### config.mk
export PLATFORM = sky130hd
export DESIGN_NAME = round_robin_fp
export DESIGN_NICKNAME = d
export VERILOG_FILES = /design/src/rtl/round_robin_fp_pkg.sv /design/src/rtl/round_robin_fp_rr_pick.sv /design/src/rtl/round_robin_fp.sv
export SDC_FILE = /design/constraint.sdc
export NUM_CORES = 1
export LEC_CHECK = 0
export CAP_MARGIN = 0
export CORE_MARGIN = 3
export CORE_UTILIZATION = 35
export CTS_BUF_LIST = sky130_fd_sc_hd__clkbuf_8
export DETAILED_ROUTE_END_ITERATION = 16
export GPL_ROUTABILITY_DRIVEN = 0
export HOLD_SLACK_MARGIN = 0.15
export PLACE_DENSITY_LB_ADDON = 0.08
export SLEW_MARGIN = 0
export SYNTH_ARGS = -nofsm -noshare
export SYNTH_HDL_FRONTEND = slang
export SYNTH_SLANG_ARGS = --single-unit
### constraint.sdc
create_clock -name clk -period 2.3 [get_ports clk]
set_input_delay 0.69 -clock clk [delete_from_list [all_inputs] [get_ports clk]]
set_output_delay 0.69 -clock clk [all_outputs]
set_load 0.05 [all_outputs]
### src/rtl/round_robin_fp_pkg.sv
// Shared definitions for the fixed-priority / round-robin arbiter:
// FSM state encoding, owner-class codes and the default grant timeout.
package round_robin_fp_pkg;

    typedef enum logic [1:0] {
        IDLE  = 2'd0,
        GRANT = 2'd1,
        BUSY  = 2'd2
    } state_t;

    localparam logic [1:0] ACT_NONE = 2'b00;
    localparam logic [1:0] ACT_H    = 2'b01;
    localparam logic [1:0] ACT_L    = 2'b10;

    localparam int TIMEOUT_DEFAULT = 32;

endpackage

### src/rtl/round_robin_fp_rr_pick.sv
// Round-robin picker: finds the first set request bit at or after ptr,
// wrapping modulo N. Purely combinational.
module rr_pick
    import round_robin_fp_pkg::*;
#(
    parameter int N = 2
) (
    input  logic [N-1:0] req,
    input  logic [3:0]   ptr,
    output logic         valid,
    output logic [3:0]   idx
);

    // Upper segment [ptr..N-1] first, then the wrapped segment [0..ptr-1];
    // within each segment the lowest index wins.
    always_comb begin
        valid = 1'b0;
        idx   = 4'd0;
        for (int j = 0; j < N; j++) begin
            if (!valid && req[j] && (4'(j) >= ptr)) begin
                valid = 1'b1;
                idx   = 4'(j);
            end
        end
        for (int j = 0; j < N; j++) begin
            if (!valid && req[j] && (4'(j) < ptr)) begin
                valid = 1'b1;
                idx   = 4'(j);
            end
        end
    end

endmodule

### src/rtl/round_robin_fp.sv
// Arbiter for one shared transmitter: a high-priority requester H always
// beats the N low-priority requesters, which share what is left in
// round-robin order. Grants use a ready / active-low enable / go handshake
// with a timeout on the wait for go. All outputs are registered.
module round_robin_fp
    import round_robin_fp_pkg::*;
#(
    parameter int N       = 2,
    parameter int TIMEOUT = TIMEOUT_DEFAULT
) (
    input  logic         clk,
    input  logic         rst_n,
    input  logic         bool_ready_H,
    input  logic         bool_go_H,
    input  logic [N-1:0] bool_ready_L,
    input  logic [N-1:0] bool_go_L,
    output logic         ena_n_H,
    output logic [N-1:0] ena_n_L,
    output logic [1:0]   active,
    output logic [3:0]   channel
);

    localparam int CNT_W = $clog2(TIMEOUT + 2);

    state_t           state;
    logic [CNT_W-1:0] count;
    logic [3:0]       rr_ptr;

    logic             pick_valid;
    logic [3:0]       pick_idx;
    logic [N-1:0]     pick_onehot;
    logic             l_go;
    logic             l_ready;
    logic             win_go;
    logic             win_ready;
    logic             leave;
    logic [3:0]       next_ptr;

    rr_pick #(.N(N)) u_rr_pick (
        .req   (bool_ready_L),
        .ptr   (rr_ptr),
        .valid (pick_valid),
        .idx   (pick_idx)
    );

    // Select the current owner's handshake inputs; other requesters' go is ignored.
    always_comb begin
        l_go        = 1'b0;
        l_ready     = 1'b0;
        pick_onehot = '0;
        for (int j = 0; j < N; j++) begin
            if (channel == 4'(j)) begin
                l_go    = bool_go_L[j];
                l_ready = bool_ready_L[j];
            end
            pick_onehot[j] = (pick_idx == 4'(j));
        end
        win_go    = (active == ACT_H) ? bool_go_H    : l_go;
        win_ready = (active == ACT_H) ? bool_ready_H : l_ready;
        // A grant ends on completion (go falls in BUSY), withdrawal or timeout.
        leave     = ((state == GRANT) && !win_go && (!win_ready || (count == '0))) ||
                    ((state == BUSY)  && !win_go);
        next_ptr  = (channel == 4'(N - 1)) ? 4'd0 : channel + 4'd1;
    end

    // Arbitration FSM with registered enables, owner outputs, counter and pointer.
    always_ff @(posedge clk or negedge rst_n) begin
        if (!rst_n) begin
            state   <= IDLE;
            count   <= '0;
            rr_ptr  <= 4'd0;
            ena_n_H <= 1'b1;
            ena_n_L <= '1;
            active  <= ACT_NONE;
            channel <= 4'd0;
        end else begin
            case (state)
                IDLE: begin
                    if (bool_ready_H) begin
                        state   <= GRANT;
                        count   <= CNT_W'(TIMEOUT);
                        ena_n_H <= 1'b0;
                        active  <= ACT_H;
                        channel <= 4'd0;
                    end else if (pick_valid) begin
                        state   <= GRANT;
                        count   <= CNT_W'(TIMEOUT);
                        ena_n_L <= ~pick_onehot;
                        active  <= ACT_L;
                        channel <= pick_idx;
                    end
                end
                GRANT: begin
                    if (win_go) begin
                        state   <= BUSY;
                        ena_n_H <= 1'b1;
                        ena_n_L <= '1;
                    end else if (!leave) begin
                        count <= count - 1'b1;
                    end
                end
                BUSY: ;
                default: state <= IDLE;
            endcase

            if (leave) begin
                state   <= IDLE;
                ena_n_H <= 1'b1;
                ena_n_L <= '1;
                active  <= ACT_NONE;
                channel <= 4'd0;
                if (active == ACT_L) begin
                    rr_ptr <= next_ptr;
                end
            end
        end
    end

endmodule

After elaboration in Yosys (flattened, before gate mapping). Cells that the tools add are included.

Register bits after elaboration: 21. Latch bits: 0. Bits in writable memories: 0. Memory bits (read-only): 0. Input port bits: 8. Word-level logic and storage cells: 101. Memories: 0.

$add $sub $neg: 2. Multipliers: 0. Div/mod/pow operators: 0. Order comparisons: 4. Eq/ne operators: 15. Shift-type cells: 0. Multiplexer cells: 41. Bitwise operators: 1. Reductions and logical operators: 31.

Operator list (count): two-way mux 2 bit (12); two-way mux 6 bit (4); two-way mux 4 bit (5); two-way mux 1 bit (16); inequality test 3 bit, second input constant (5); case mux 6 bit (2 select lines) (1); logical AND 1 bit (10); equality test 4 x 1 -> 1 bit, second input constant (2); >= comparator 1 x 4 -> 1 bit, first input constant (2); logical NOT 4 bit (2); < comparator 1 x 4 -> 1 bit, first input constant (2); AND reduction 4 bit (2); logical NOT 6 bit (1); inequality test 2 bit, second input constant (3); case mux 2 bit (3 select lines) (1); AND reduction 3 bit (2); nonzero test 3 bit (2); subtractor 6 x 1 -> 6 bit, second input constant (1); logical NOT 1 bit (5); adder 4 x 1 -> 4 bit, second input constant (1); equality test 2 x 1 -> 1 bit, second input constant (2); equality test 2 bit, second input constant (2); inequality test 4 bit, second input constant (1); case mux 2 bit (2 select lines) (1); 6 further kinds (9).

Longest topological paths before layout.
Depth after elaboration: 21. Depth in mapped cells: 8. Depth with buffers taken out: 7.

Modules after synthesis. A second synthesis with hierarchy kept.

Cells, all modules: 125. Area, all modules: 1243.7 um2.

Modules (own cells, without submodules): round_robin_fp (instances 1, cells an instance 118, area an instance 1193.6 um2, seq. area each 529.3 um2); rr_pick (instances 1, cells an instance 7, area an instance 50.0 um2, seq. area each 0.0 um2).

Least setup slack after synthesis. No wires, ideal clock.

Path type: reg-to-reg. From: register channel[0]. To: register count[3]. Arrival time: 2.354 ns. Required time: 2.231 ns. Path slack: -0.122 ns. Cell stages (with the launch flop): 7. Period minus slack after synthesis: 2.422 ns. Cells stage by stage: dfrtp_1 -> mux2_4 -> mux2_4 -> or4_4 -> buf_6 -> or3_1 -> nand3_1.

Cells in the longest elaborated chain, start to end: 10. Elaborated cells between the ends (all ways): 18. Those cells by class: eq/ne (3); mux (6); reduce/logical (9).

RTL lines: from (decl) (line round_robin_fp.sv:20) `output logic [3:0] channel`; from (signal assigned) (line round_robin_fp.sv:90) `channel <= pick_idx;`; logical NOT 4 bit (line round_robin_fp.sv:52) `if (channel == 4'(j)) begin`; two-way mux 1 bit (2 in a row) (line round_robin_fp.sv:52); two-way mux 1 bit, on equally long branches (line round_robin_fp.sv:58, round_robin_fp.sv:59); logical NOT 1 bit, on equally long branches (line round_robin_fp.sv:61, round_robin_fp.sv:62); logical AND 1 bit / logical OR 1 bit (equally long branches) (line round_robin_fp.sv:61) `leave = ((state == GRANT) && !win_go && (!win_ready || (count == '0))) ||`; logical AND 1 bit (line round_robin_fp.sv:61); logical OR 1 bit (line round_robin_fp.sv:61); inequality test 2 bit (no line); AND reduction 4 bit (no line) (*); to (signal assigned) (line round_robin_fp.sv:81) `count <= CNT_W'(TIMEOUT);`; to (signal assigned) (line round_robin_fp.sv:87) `count <= CNT_W'(TIMEOUT);`; to (signal assigned) (line round_robin_fp.sv:99) `count <= count - 1'b1;`; to (decl) (line round_robin_fp.sv:26) `logic [CNT_W-1:0] count;`.

Every way passes the cells marked *; elsewhere a longest branch is shown, timed or not. A chain may end at the register's enable or synchronous reset.

Worst setup path in the final report.
From: input port bool_go_L[0]. To: register count[4].

Cells in the longest elaborated chain, start to end: 9. Elaborated cells between the ends (all ways): 11. Those cells by class: eq/ne (2); mux (3); reduce/logical (6).

RTL lines: from (decl) (line round_robin_fp.sv:16) `input logic [N-1:0] bool_go_L,`; two-way mux 1 bit (*) (2 in a row) (line round_robin_fp.sv:52); two-way mux 1 bit (*) (line round_robin_fp.sv:58) `win_go = (active == ACT_H) ? bool_go_H : l_go;`; logical NOT 1 bit (line round_robin_fp.sv:61, round_robin_fp.sv:62); logical AND 1 bit (2 in a row) (line round_robin_fp.sv:61); logical OR 1 bit (line round_robin_fp.sv:61); inequality test 2 bit (no line); AND reduction 4 bit (no line) (*).

Marked as above.

==> results.md <==
* Worst setup EP type: flip-flop
* Non-filler instance count after layout at approximately 150
* Hold path depth at 1
* Fraction of layout cells with a size suffix above 1 at ~24%
* Worst VDD drop at 0.777 mV
* Family with the most delay on the worst path: simple AND/OR/NAND/NOR gates
* I/O pin count at 17
* Worst-case clock skew at 0.483 ps
* Slowest CP cell: sky130_fd_sc_hd__or4_4
* Sum of net half-perimeters after detailed placement at between 1500 and 2000 um
* Overall via count from detail_route at about 810
* Total setup buffers inserted after CTS at 0
* # setup viols final at 0
* Antenna Nets Post-Route at 0
* Worst hold path startpoint: count[0]
* Effective utilization at floorplan at just under 40%
* Remaining routing DRC violations at 0
* Clock tree from TritonCTS: built
* Status: finished clean
* Vias in the first global route at roughly 800
* Root Driver: sky130_fd_sc_hd__clkbuf_8
* Final hold violation count at 0
* FF+latch count, synth at 15
* Worst Max-Slew Pin Slew at between 700 and 800 ps
* Syn. warnings at 0
* Pins Over Slew Limit at 0
* Latest clock arrival within the worst-skew pair at 250 ps
* CTS buffer count at 3
* Maximum clock path buffer count at 2
* Pre-CTS WS at -287 ps
* Final worst-path cycle share at approximately 99%
* Post-Synthesis Cell Area at a little over 900 um2
* Initial antenna violation count at 0
* First-pass GRT wire length at between 3000 and 4000 um
* Timing-limited maximum frequency at between 0.4 and 0.5 GHz
* Area added between synthesis and finish at 30.0%
* Most frequently used flop master after synthesis: sky130_fd_sc_hd__dfrtp_1
* Type of the tightest min-delay check: reg2reg
* Detailed-routing iteration count for the pre-antenna-repair pass at 4
* Worst Path Class, Setup: in2reg
* Worst-case register-to-register setup slack at between 150 and 200 ps
* Leftover overflow at the end of global routing at 0
* Worst reg2reg path endpoint: rr_ptr[0]
* Max-Slew Margin vs Limit at 51.3%
* Number of rows created at floorplan at 17
* Power density normalized to cell area at roughly 1500 mW/mm2
* Worst-path maximum fanout at 4
* Number of instances in the synthesized netlist at 97
* Net count of the finished layout at 130
* Number of DRC violations after detailed-routing iteration 0 at 9
* Final worst path period need at 2280 ps
* Startpoint class of the critical path: primary input
* Post-Place Cell Area at between 0.001 and 0.0015 mm2
* Ratio of routed vias to standard cells at 5.46
* Worst-case hold path end point: count[0]
* Synthesized area per cell at roughly 9.4 um2
* Cell types with the largest area share after synthesis: sky130_fd_sc_hd__dfrtp_1 33%, sky130_fd_sc_hd__dfstp_2 8.6%, sky130_fd_sc_hd__mux2i_1 4.4%, sky130_fd_sc_hd__o41ai_1 3.8%, sky130_fd_sc_hd__nor2_1 3.7%
* Largest area contributor in the synthesized netlist: sky130_fd_sc_hd__dfrtp_1
* Count of port buffers added during placement at 13
* Required time of the critical path at 2420 ps
* Placed cell count at 144
* RSZ-0062 raised after global routing: false
* Fill cell total of the finished layout at 223
* Die Ht at between 50 and 60 um
* Final wirelength at 2230 um
* Clock Sink Count at 15
* Share of synthesized flip-flops with an asynchronous set or reset at 100%
* Sequential share of the synthesized area at between 40% and 50%
* Unique masters post-synth at 37
* Number of H-tree branching levels at 1
* Data arrival at the endpoint of the critical path at between 2000 and 2500 ps
* Startpoint of the lowest-slack register-to-register path: count[0]
* Routed wirelength normalized by instance count at between 15 and 20 um
* Setup TNS at 0 ps
* Tot GR Track Use at about 15%
* Leakage power summed over all cells at 0.512 nW
* Worst-path cell chain: dlygate4sd2_1 > mux2_4 > mux2_4 > or4_4 > o311ai_4 > o41ai_2
* Number of synthesized flops with an enable pin at 0
* Largest net degree at the start of global routing at 16
* Post-CTS Hold Buffers at 0
* Floorplan core area at between 0.002 and 0.0025 mm2
* Antenna diode instance count at 0
* Max-capacitance violation count at 0
* Critical path's most frequent cell: sky130_fd_sc_hd__mux2_4
* Worst-case setup margin in the final layout at 20.0 ps
* Clock-pin slew of the registers on the worst-case setup and hold paths at around 60 ps
* Logic depth of the worst register-to-register path at 7
* Crit path buf inv count at 1
* Highest cell delay on the worst timing path at ~560 ps
* Area share of the largest cell type after synthesis at approximately a third
* Final design instance area without fill at 0.00119 mm2
* Die Footprint at 0.00326 mm2
* Width of the chip at 57.1 um
cell usage in the layout (no fill, tap or decap), drive strengths merged, types with 3 or more instances in the layout:
cell,instances
inv,6
mux2,3
dfstp,3
nor2,9
o41ai,4
dfrtp,12
clkbuf,3
mux2i,4
nand3,5
buf,15
clkdlybuf4s50,7
conb,3
o21ai,6
o31ai,3
nor3,5
nand2b,5
state kept, by name, indices dropped and copies added, names as in the netlist:
register,count
ena_n_H,1
ena_n_L,2
state,2
count,6
active,2
rr_ptr,1
channel,1
cell usage after synthesis (2+ instances only):
cell,n
sky130_fd_sc_hd__dfrtp_1,12
sky130_fd_sc_hd__nor2_1,9
sky130_fd_sc_hd__inv_1,5
sky130_fd_sc_hd__nand2b_1,5
sky130_fd_sc_hd__nand3_1,5
sky130_fd_sc_hd__nor3_1,5
sky130_fd_sc_hd__mux2i_1,4
sky130_fd_sc_hd__o21ai_0,4
sky130_fd_sc_hd__o41ai_1,4
sky130_fd_sc_hd__buf_4,3
sky130_fd_sc_hd__clkbuf_1,3
sky130_fd_sc_hd__dfstp_2,3
sky130_fd_sc_hd__o31ai_1,3
sky130_fd_sc_hd__a21boi_0,2
sky130_fd_sc_hd__a21oi_1,2
sky130_fd_sc_hd__a31oi_1,2
sky130_fd_sc_hd__mux2_4,2
sky130_fd_sc_hd__nand2_1,2
sky130_fd_sc_hd__nand3b_1,2
sky130_fd_sc_hd__o21ai_1,2
sky130_fd_sc_hd__or3_1,2
layout make-up:
| cell class | instances | area (um2) | area share [%] |
|---|---|---|---|
| Multi-Input combinational cell | 72 | 508 | 42.8 |
| Timing Repair Buffer | 24 | 200 | 16.9 |
| Clock inverter | 1 | 3.75 | 0.316 |
| Clock buffer | 3 | 41.3 | 3.48 |
| Tap cell | 28 | 35.0 | 2.95 |
| Sequential cell | 15 | 380 | 32.0 |
| Inverter | 5 | 18.8 | 1.58 |
through the flow:
stage	power [mW]	utilization, %	hold WS, ps
finish	1.79	50.7	497
global route	1.92	50.7	510
CTS	1.76	49.8	501
detailed placement	1.54	47.6	489
global placement	1.53	47.6	483
floorplan	1.21	-	394
kinds of logic (layout without fill, tap and decap cells):
logic type / count (synthesis) / in the layout / share of synthesized area, %
buf+inv: 12 / 33 / 6.99
flops: 15 / 15 / 41.5
compound gates: 28 / 28 / 21.8
simple gates: 33 / 33 / 19.0
other cells: 1 / 3 / 0.411
fa+ha+maj: 1 / 1 / 1.37
mux: 7 / 7 / 8.90
repair_timing:
action                     in CTS  in global routing
setup endpoints to repair       3                  1
pin swaps                       3                  2
gates cloned                    0                  0
resized for setup               3                  3
power by group:
group | total (mW) | internal (mW) | switching (mW)
Combinational | 1.04 | 0.426 | 0.613
Clock | 0.210 | 0.118 | 0.0920
Sequential | 0.541 | 0.395 | 0.146
layer usage:
metal  vias up  track usage [%]  routed length, um
li1        400                -                  -
met1       384             19.0               1040
met2        20             23.7               1060
met3         4             5.20                107
met4         0             2.98                 19
met5         -                0                  0
worst max-delay path by stage:
stage,start,to,cells past startpoint
after floorplan,bool_ready_H,count[3],6
after global placement,bool_go_L[0],count[3],6
after detailed placement,bool_go_L[0],count[3],6
after CTS,bool_go_L[0],count[4],6
after global routing,bool_go_L[0],count[3],6
final,bool_go_L[0],count[4],6
No activity file was read; power rests on OpenSTA's default activity.
